===== config.mk =====
export PLATFORM = sky130hd
export DESIGN_NAME = pcie_regfile
export DESIGN_NICKNAME = d
export VERILOG_FILES = /design/src/rtl/pcie_regfile_pkg.sv /design/src/rtl/pcie_regfile.sv
export SDC_FILE = /design/constraint.sdc
export NUM_CORES = 1
export LEC_CHECK = 0
export CAP_MARGIN = 20
export CORE_AREA = 4 4 447 449
export DETAILED_ROUTE_END_ITERATION = 12
export DIE_AREA = 0 0 451 453
export DONT_BUFFER_PORTS = 1
export PLACE_DENSITY = 0.3
export SLEW_MARGIN = 20
export SYNTH_ARGS = -nofsm -noshare
export SYNTH_HDL_FRONTEND = slang
export SYNTH_SLANG_ARGS = --single-unit

===== constraint.sdc =====
create_clock -name pcieClk_in -period 1.5 [get_ports pcieClk_in]
set_input_delay 0.225 -clock pcieClk_in [delete_from_list [all_inputs] [get_ports pcieClk_in]]
set_output_delay 0.225 -clock pcieClk_in [all_outputs]
set_load 0.05 [all_outputs]

===== src/rtl/pcie_regfile_pkg.sv =====
// Shared types and helpers for the CPU-visible PCIe register file.
// Holds the read FSM encoding, the timeout fill pattern and the halfword-swap index map.
package pcie_regfile_pkg;

    typedef enum logic [1:0] {
        IDLE     = 2'd0,
        WAIT_EXT = 2'd1,
        RESP     = 2'd2
    } rd_state_t;

    localparam int MAX_DATA_WIDTH = 1024;

    // Data returned when an external source never answers; sliced to DATA_WIDTH.
    localparam logic [MAX_DATA_WIDTH-1:0] TIMEOUT_DATA = '1;

    // Source bit for output bit bit_idx when the upper and lower halves are swapped.
    function automatic int swap_index(input int bit_idx, input int width);
        return (bit_idx + width / 2) % width;
    endfunction

endpackage


===== src/rtl/pcie_regfile.sv =====
// Parametrised CPU register file with RW, read-only and external-handshake channels.
// Optional build macro REGFILE_RDTIMEOUT_EN bounds the wait for an external source.
module pcie_regfile
    import pcie_regfile_pkg::*;
#(
    parameter int CHAN_WIDTH     = 4,
    parameter int DATA_WIDTH     = 32,
    parameter int EN_SWAP        = 0,
    parameter logic [(2**CHAN_WIDTH)-1:0] RO_MASK  = '0,
    parameter logic [(2**CHAN_WIDTH)-1:0] EXT_MASK = '0,
    parameter logic [(2**CHAN_WIDTH)*DATA_WIDTH-1:0] RESET_VALS = '0,
    parameter int TIMEOUT_CYCLES = 255
) (
    input  logic                                   pcieClk_in,
    input  logic                                   pcieRstN_in,
    input  logic [CHAN_WIDTH-1:0]                  cpuChan_in,
    input  logic [DATA_WIDTH-1:0]                  cpuWrData_in,
    input  logic                                   cpuWrValid_in,
    output logic                                   cpuWrReady_out,
    output logic [DATA_WIDTH-1:0]                  cpuRdData_out,
    output logic                                   cpuRdValid_out,
    input  logic                                   cpuRdReady_in,
    output logic [(2**CHAN_WIDTH)*DATA_WIDTH-1:0]  regs_out,
    output logic [(2**CHAN_WIDTH)-1:0]             wrStrobe_out,
    input  logic [(2**CHAN_WIDTH)*DATA_WIDTH-1:0]  extData_in,
    input  logic [(2**CHAN_WIDTH)-1:0]             extValid_in,
    output logic [(2**CHAN_WIDTH)-1:0]             extAck_out,
    output logic                                   rdTimeout_out
);

    localparam int NUM_CHANS = 2**CHAN_WIDTH;

    if (EN_SWAP != 0 && (DATA_WIDTH % 2) != 0) begin : g_bad_swap_width
        $error("pcie_regfile: DATA_WIDTH must be even when EN_SWAP=1");
    end
    if (DATA_WIDTH > MAX_DATA_WIDTH || TIMEOUT_CYCLES < 1) begin : g_bad_params
        $error("pcie_regfile: DATA_WIDTH or TIMEOUT_CYCLES out of range");
    end

    logic [DATA_WIDTH-1:0] regs      [NUM_CHANS];
    logic [DATA_WIDTH-1:0] ext_words [NUM_CHANS];
    rd_state_t             state, state_next;
    logic [CHAN_WIDTH-1:0] rd_chan;
    logic                  wr_ready, wr_fire, tmo_hit;
    logic [DATA_WIDTH-1:0] rd_src, rd_swapped, rd_fmt;

    for (genvar c = 0; c < NUM_CHANS; c++) begin : g_chan
        assign regs_out[c*DATA_WIDTH +: DATA_WIDTH] = regs[c];
        assign ext_words[c] = extData_in[c*DATA_WIDTH +: DATA_WIDTH];
    end

    assign wr_fire        = cpuWrValid_in & wr_ready;
    assign cpuWrReady_out = wr_ready;
    assign cpuRdValid_out = (state == RESP);

    // NOTE: every entry is reset to its own RESET_VALS slice, so software can read
    // defaults before any write; this rules out mapping the array onto a RAM macro.
    always_ff @(posedge pcieClk_in or negedge pcieRstN_in) begin
        if (!pcieRstN_in) begin
            for (int c = 0; c < NUM_CHANS; c++) begin
                regs[c] <= RESET_VALS[c*DATA_WIDTH +: DATA_WIDTH];
            end
        end else if (wr_fire && !RO_MASK[cpuChan_in] && !EXT_MASK[cpuChan_in]) begin
            regs[cpuChan_in] <= cpuWrData_in;
        end
    end

    // NOTE: sequential state uses non-blocking assignments so every flop samples pre-edge values.
    always_ff @(posedge pcieClk_in or negedge pcieRstN_in) begin
        if (!pcieRstN_in) begin
            wr_ready     <= 1'b0;
            wrStrobe_out <= '0;
        end else begin
            wr_ready     <= 1'b1;
            wrStrobe_out <= '0;
            if (wr_fire) wrStrobe_out[cpuChan_in] <= 1'b1;
        end
    end

    // In IDLE the read source is the addressed register; afterwards it is the latched ext channel.
    assign rd_src = (state == IDLE) ? regs[cpuChan_in] : ext_words[rd_chan];

    for (genvar b = 0; b < DATA_WIDTH; b++) begin : g_swap
        assign rd_swapped[b] = rd_src[swap_index(b, DATA_WIDTH)];
    end
    assign rd_fmt = (EN_SWAP != 0) ? rd_swapped : rd_src;

`ifdef REGFILE_RDTIMEOUT_EN
    localparam int CNT_W = $clog2(TIMEOUT_CYCLES + 1);
    logic [CNT_W-1:0] wait_cnt;

    assign tmo_hit = (state == WAIT_EXT) && !extValid_in[rd_chan]
                     && (wait_cnt == CNT_W'(TIMEOUT_CYCLES - 1));

    always_ff @(posedge pcieClk_in or negedge pcieRstN_in) begin
        if (!pcieRstN_in)            wait_cnt <= '0;
        else if (state == WAIT_EXT)  wait_cnt <= wait_cnt + 1'b1;
        else                         wait_cnt <= '0;
    end
`else
    assign tmo_hit = 1'b0;
`endif

    always_ff @(posedge pcieClk_in or negedge pcieRstN_in) begin
        if (!pcieRstN_in) state <= IDLE;
        else              state <= state_next;
    end

    // NOTE: state_next gets its default before the case so no path leaves it unassigned (no latch).
    always_comb begin
        state_next = state;
        case (state)
            IDLE:     if (cpuRdReady_in) state_next = EXT_MASK[cpuChan_in] ? WAIT_EXT : RESP;
            WAIT_EXT: if (extValid_in[rd_chan] || tmo_hit) state_next = RESP;
            RESP:     state_next = IDLE;
            default:  state_next = IDLE;
        endcase
    end

    // Response data is loaded on the edge entering RESP and held until the next response.
    always_ff @(posedge pcieClk_in or negedge pcieRstN_in) begin
        if (!pcieRstN_in) begin
            rd_chan       <= '0;
            cpuRdData_out <= '0;
            extAck_out    <= '0;
            rdTimeout_out <= 1'b0;
        end else begin
            extAck_out    <= '0;
            rdTimeout_out <= 1'b0;
            case (state)
                IDLE: if (cpuRdReady_in) begin
                    rd_chan <= cpuChan_in;
                    if (!EXT_MASK[cpuChan_in]) cpuRdData_out <= rd_fmt;
                end
                WAIT_EXT: if (extValid_in[rd_chan]) begin
                    cpuRdData_out       <= rd_fmt;
                    extAck_out[rd_chan] <= 1'b1;
                end else if (tmo_hit) begin
                    cpuRdData_out <= TIMEOUT_DATA[DATA_WIDTH-1:0];
                    rdTimeout_out <= 1'b1;
                end
                default: ;
            endcase
        end
    end

endmodule

==> impl_metrics.env <==
export IMPL_synth_seq_area_share_pct=56.2
export IMPL_grt_use_total_pct=14.0
export IMPL_synthesis_area_um2=25000
export IMPL_ys_seq_elements=562
export IMPL_nFillCells=20951
export IMPL_num_nets_final=3122
export IMPL_ir_drop_uv=808
export IMPL_ys_top_cells_by_area="dfrtp_1 56%, mux2_2 20%, mux2i_1 5.9%"
export IMPL_synth_top_cell_area_share_pct=56.2
export IMPL_ant_nets=0
export IMPL_slew_headroom_pct=28.7
export IMPL_max_freq_mhz=550
export IMPL_antenna_found_initial=17
export IMPL_clk_latency_ns=0.70
export IMPL_syn_to_final_growth_pct=67.0
export IMPL_leakagePower_nw=18.8
export IMPL_dieArea_um2=204000
export IMPL_outcome="finished, violations left"
export IMPL_power_density_nw_per_um2=1600
export IMPL_drv_slew=0
export IMPL_final_period_utilization_pct=121
export IMPL_ys_warn_count=0
export IMPL_hold_viol=403
export IMPL_reg2reg_from="cpuWrReady_out"
export IMPL_cp_end_kind="register"
export IMPL_drc_errors=0
export IMPL_row_count=163
export IMPL_fin_ws_ns=-0.317
export IMPL_synth_ff_type="dfrtp_1"
export IMPL_failed_checks="hold timing, setup timing"
export IMPL_syn_area_per_cell_um2=14.7
export IMPL_drt_initial_drc_count=1069
export IMPL_synth_edff_count=0
export IMPL_clock_sinks=562
export IMPL_cpPeakStageDelay_ns=0.53
export IMPL_path_clk_slew_ns=0.06
export IMPL_die_y_um=453
export IMPL_cap_violations=0
export IMPL_root_buffer="clkbuf_16"
export IMPL_htree_num_levels=3
export IMPL_start_util_pct=12.8
export IMPL_grt_start_max_net_pins=563
export IMPL_io_pins=1147
export IMPL_critPathArrivalTime_ns=2.37
export IMPL_cts_tree="built"
export IMPL_dr_pass1_iters=5
export IMPL_slowest_stage="or4_4"
export IMPL_rr_worst_depth=4
export IMPL_grt_first_pass_wirelength_um=192000
export IMPL_die_w_um=451
export IMPL_tightest_slew_ns=1.07
export IMPL_vias_per_cell=3.61
export IMPL_critPathKind="register to register"
export IMPL_fin_cells=5255
export IMPL_setup_viol=556
export IMPL_cts_max_path_buffers=3
export IMPL_async_reset_ff_share_pct=100
export IMPL_gp_congestion=0.792
export IMPL_crit_buf_inv=1
export IMPL_synth_top_cell_by_area="dfrtp_1"
export IMPL_cp_cell_sequence="nand2_2 -> or4_4 -> buf_16 -> mux2_4"
export IMPL_cp_max_fo=21
export IMPL_critPathLaunchType="register"
export IMPL_total_power_mw=66.8
export IMPL_drive_gt1_share_pct=62.9
export IMPL_numCtsBuffers=75
export IMPL_grt_pass1_vias=19402
export IMPL_skew_ns=0.0386
export IMPL_place_inst=4822
export IMPL_ys_types=35
export IMPL_wirelength_um=158000
export IMPL_hp_class="input pin to asynchronous set/reset pin"
export IMPL_core_um2=196000
export IMPL_grt_setup_unrepaired="yes"
export IMPL_synthCells=1705
export IMPL_required_ns=2.05
export IMPL_r2r_end="regs_out[4]"
export IMPL_io_buffers=0
export IMPL_cp_top_family="simple AND/OR/NAND/NOR gates"
export IMPL_whs_ns=-0.781
export IMPL_vias=18983
export IMPL_wl_per_cell_um=30.1
export IMPL_min_period_ns=1.82
export IMPL_place_hpwl_um=102000
export IMPL_grt_overflow=0
export IMPL_r2r_slack_ns=-0.32
[layout by cell type (no fill, tap or decap), types with 5 or more instances in the layout]
cell type | netlist | layout
a22oi_1 | 11 | 8
a2bb2oi_1 | 21 | 19
a31oi_1 | 32 | 32
buf_12 | 0 | 72
buf_16 | 0 | 22
buf_4 | 45 | 230
buf_6 | 8 | 476
buf_8 | 0 | 55
clkbuf_1 | 65 | 23
clkbuf_16 | 0 | 99
clkbuf_8 | 0 | 9
clkinv_2 | 0 | 8
conb_1 | 2 | 18
dfrtp_1 | 562 | 517
dfrtp_2 | 0 | 45
diode_2 | 0 | 6
dlygate4sd3_1 | 0 | 37
inv_1 | 5 | 5
mux2_1 | 48 | 10
mux2_2 | 444 | 321
mux2_4 | 20 | 181
mux2i_1 | 148 | 148
mux4_2 | 54 | 54
nand2_1 | 34 | 33
nand3_1 | 23 | 16
nand3_2 | 0 | 6
nor2_1 | 60 | 53
nor2_4 | 0 | 10
o221a_2 | 11 | 11
o22ai_1 | 42 | 42
[registers in the layout, summed over array words and instances (netlist names)]
register / flops
regs_out: 512
cpuRdData_out: 32
state: 1
wrStrobe_out: 16
cpuWrReady_out: 1
[worst max-delay path by stage]
stage                    from        endpoint  depth (start not counted)
2_1_floorplan  cpuWrReady_out    regs_out[10]                          5
3_3_place_gp    cpuChan_in[1]   regs_out[316]                          6
3_5_place_dp    cpuChan_in[1]   regs_out[171]                          6
4_1_cts        cpuWrReady_out  cpuWrReady_out                          2
5_1_grt        cpuWrReady_out   regs_out[102]                          7
6_report       cpuWrReady_out     regs_out[4]                          4
[cell families after synthesis]
family / synth area share, %
AOI/OAI and AO/OA: 3.41
buffers and inverters: 3.65
DFF: 56.2
muxes: 34.1
other: 0.0300
and+or+nand+nor: 2.59
[repair_timing]
item,CTS,global route
buffers inserted,28,194
endpoints found under the setup margin,1078,1100
hold buffers,41,2
endpoints found under the hold margin,1108,405
resized for setup,140,749
pin swaps,5,11
cloned,7,25
[layout make-up]
cell class              count  area (um^2)  area share [%]
inverters                   5         18.8          0.0449
diodes                      6         15.0          0.0359
repair buffers            919        11000            26.3
flip-flops and latches    562        14100            33.8
clock inverters            24          338           0.808
multi-input cells         991        10900            26.1
well taps                2640         3300            7.90
clock buffers             108         2110            5.05
[cell usage after synthesis, types with 20 or more instances]
cell type and instances:
buf_2 44, dfrtp_1 562, a2bb2oi_1 21, nand3_1 23
mux2_4 20, a31oi_1 32, mux2_1 48, nor2_1 60
clkbuf_1 65, mux2i_1 148, nand2_1 34, mux2_2 444
buf_4 45, mux4_2 54, o22ai_1 42
[per-stage QoR]
| stage | setup TNS (ns) | instance area [um^2] | worst slack (ns) | utilization (%) |
|---|---|---|---|---|
| 2_1_floorplan | -110.77 | 25400 | -0.318 | - |
| 3_3_place_gp | -244.13 | 33000 | -0.589 | 16.8 |
| 3_5_place_dp | -239.77 | 33000 | -0.568 | 16.8 |
| 4_1_cts | -157.05 | 36900 | -0.303 | 18.8 |
| 5_1_grt | -163.21 | 41800 | -0.389 | 21.3 |
| 6_report | -97.80 | 41800 | -0.317 | 21.3 |
[per-layer routing]
layer | share of wire, % | vias up | track usage (%)
li1 | - | 8021 | -
met1 | 37 | 10032 | 14.9
met2 | 47 | 739 | 22.6
met3 | 13 | 191 | 8.63
met4 | 3.4 | 0 | 4.78
met5 | 0 | - | 0
[report_power, final]
group	internal [mW]	leakage [nW]	total, mW	switching, mW
sequential	18.0	7.12	20.4	2.40
combinational	10.7	10.5	28.0	17.2
clock	10.6	1.19	18.4	7.81
total	39.3	18.8	66.8	27.5
[worst reg2reg max path: cells and delay by family (launching register included)]
| family | cells | cell delay, ns |
|---|---|---|
| and+or+nand+nor | 2 | 0.62 |
| muxes | 1 | 0.45 |
| DFF | 1 | 0.40 |
| buffers and inverters | 1 | 0.20 |
No activity file was read; power rests on OpenSTA's default activity.
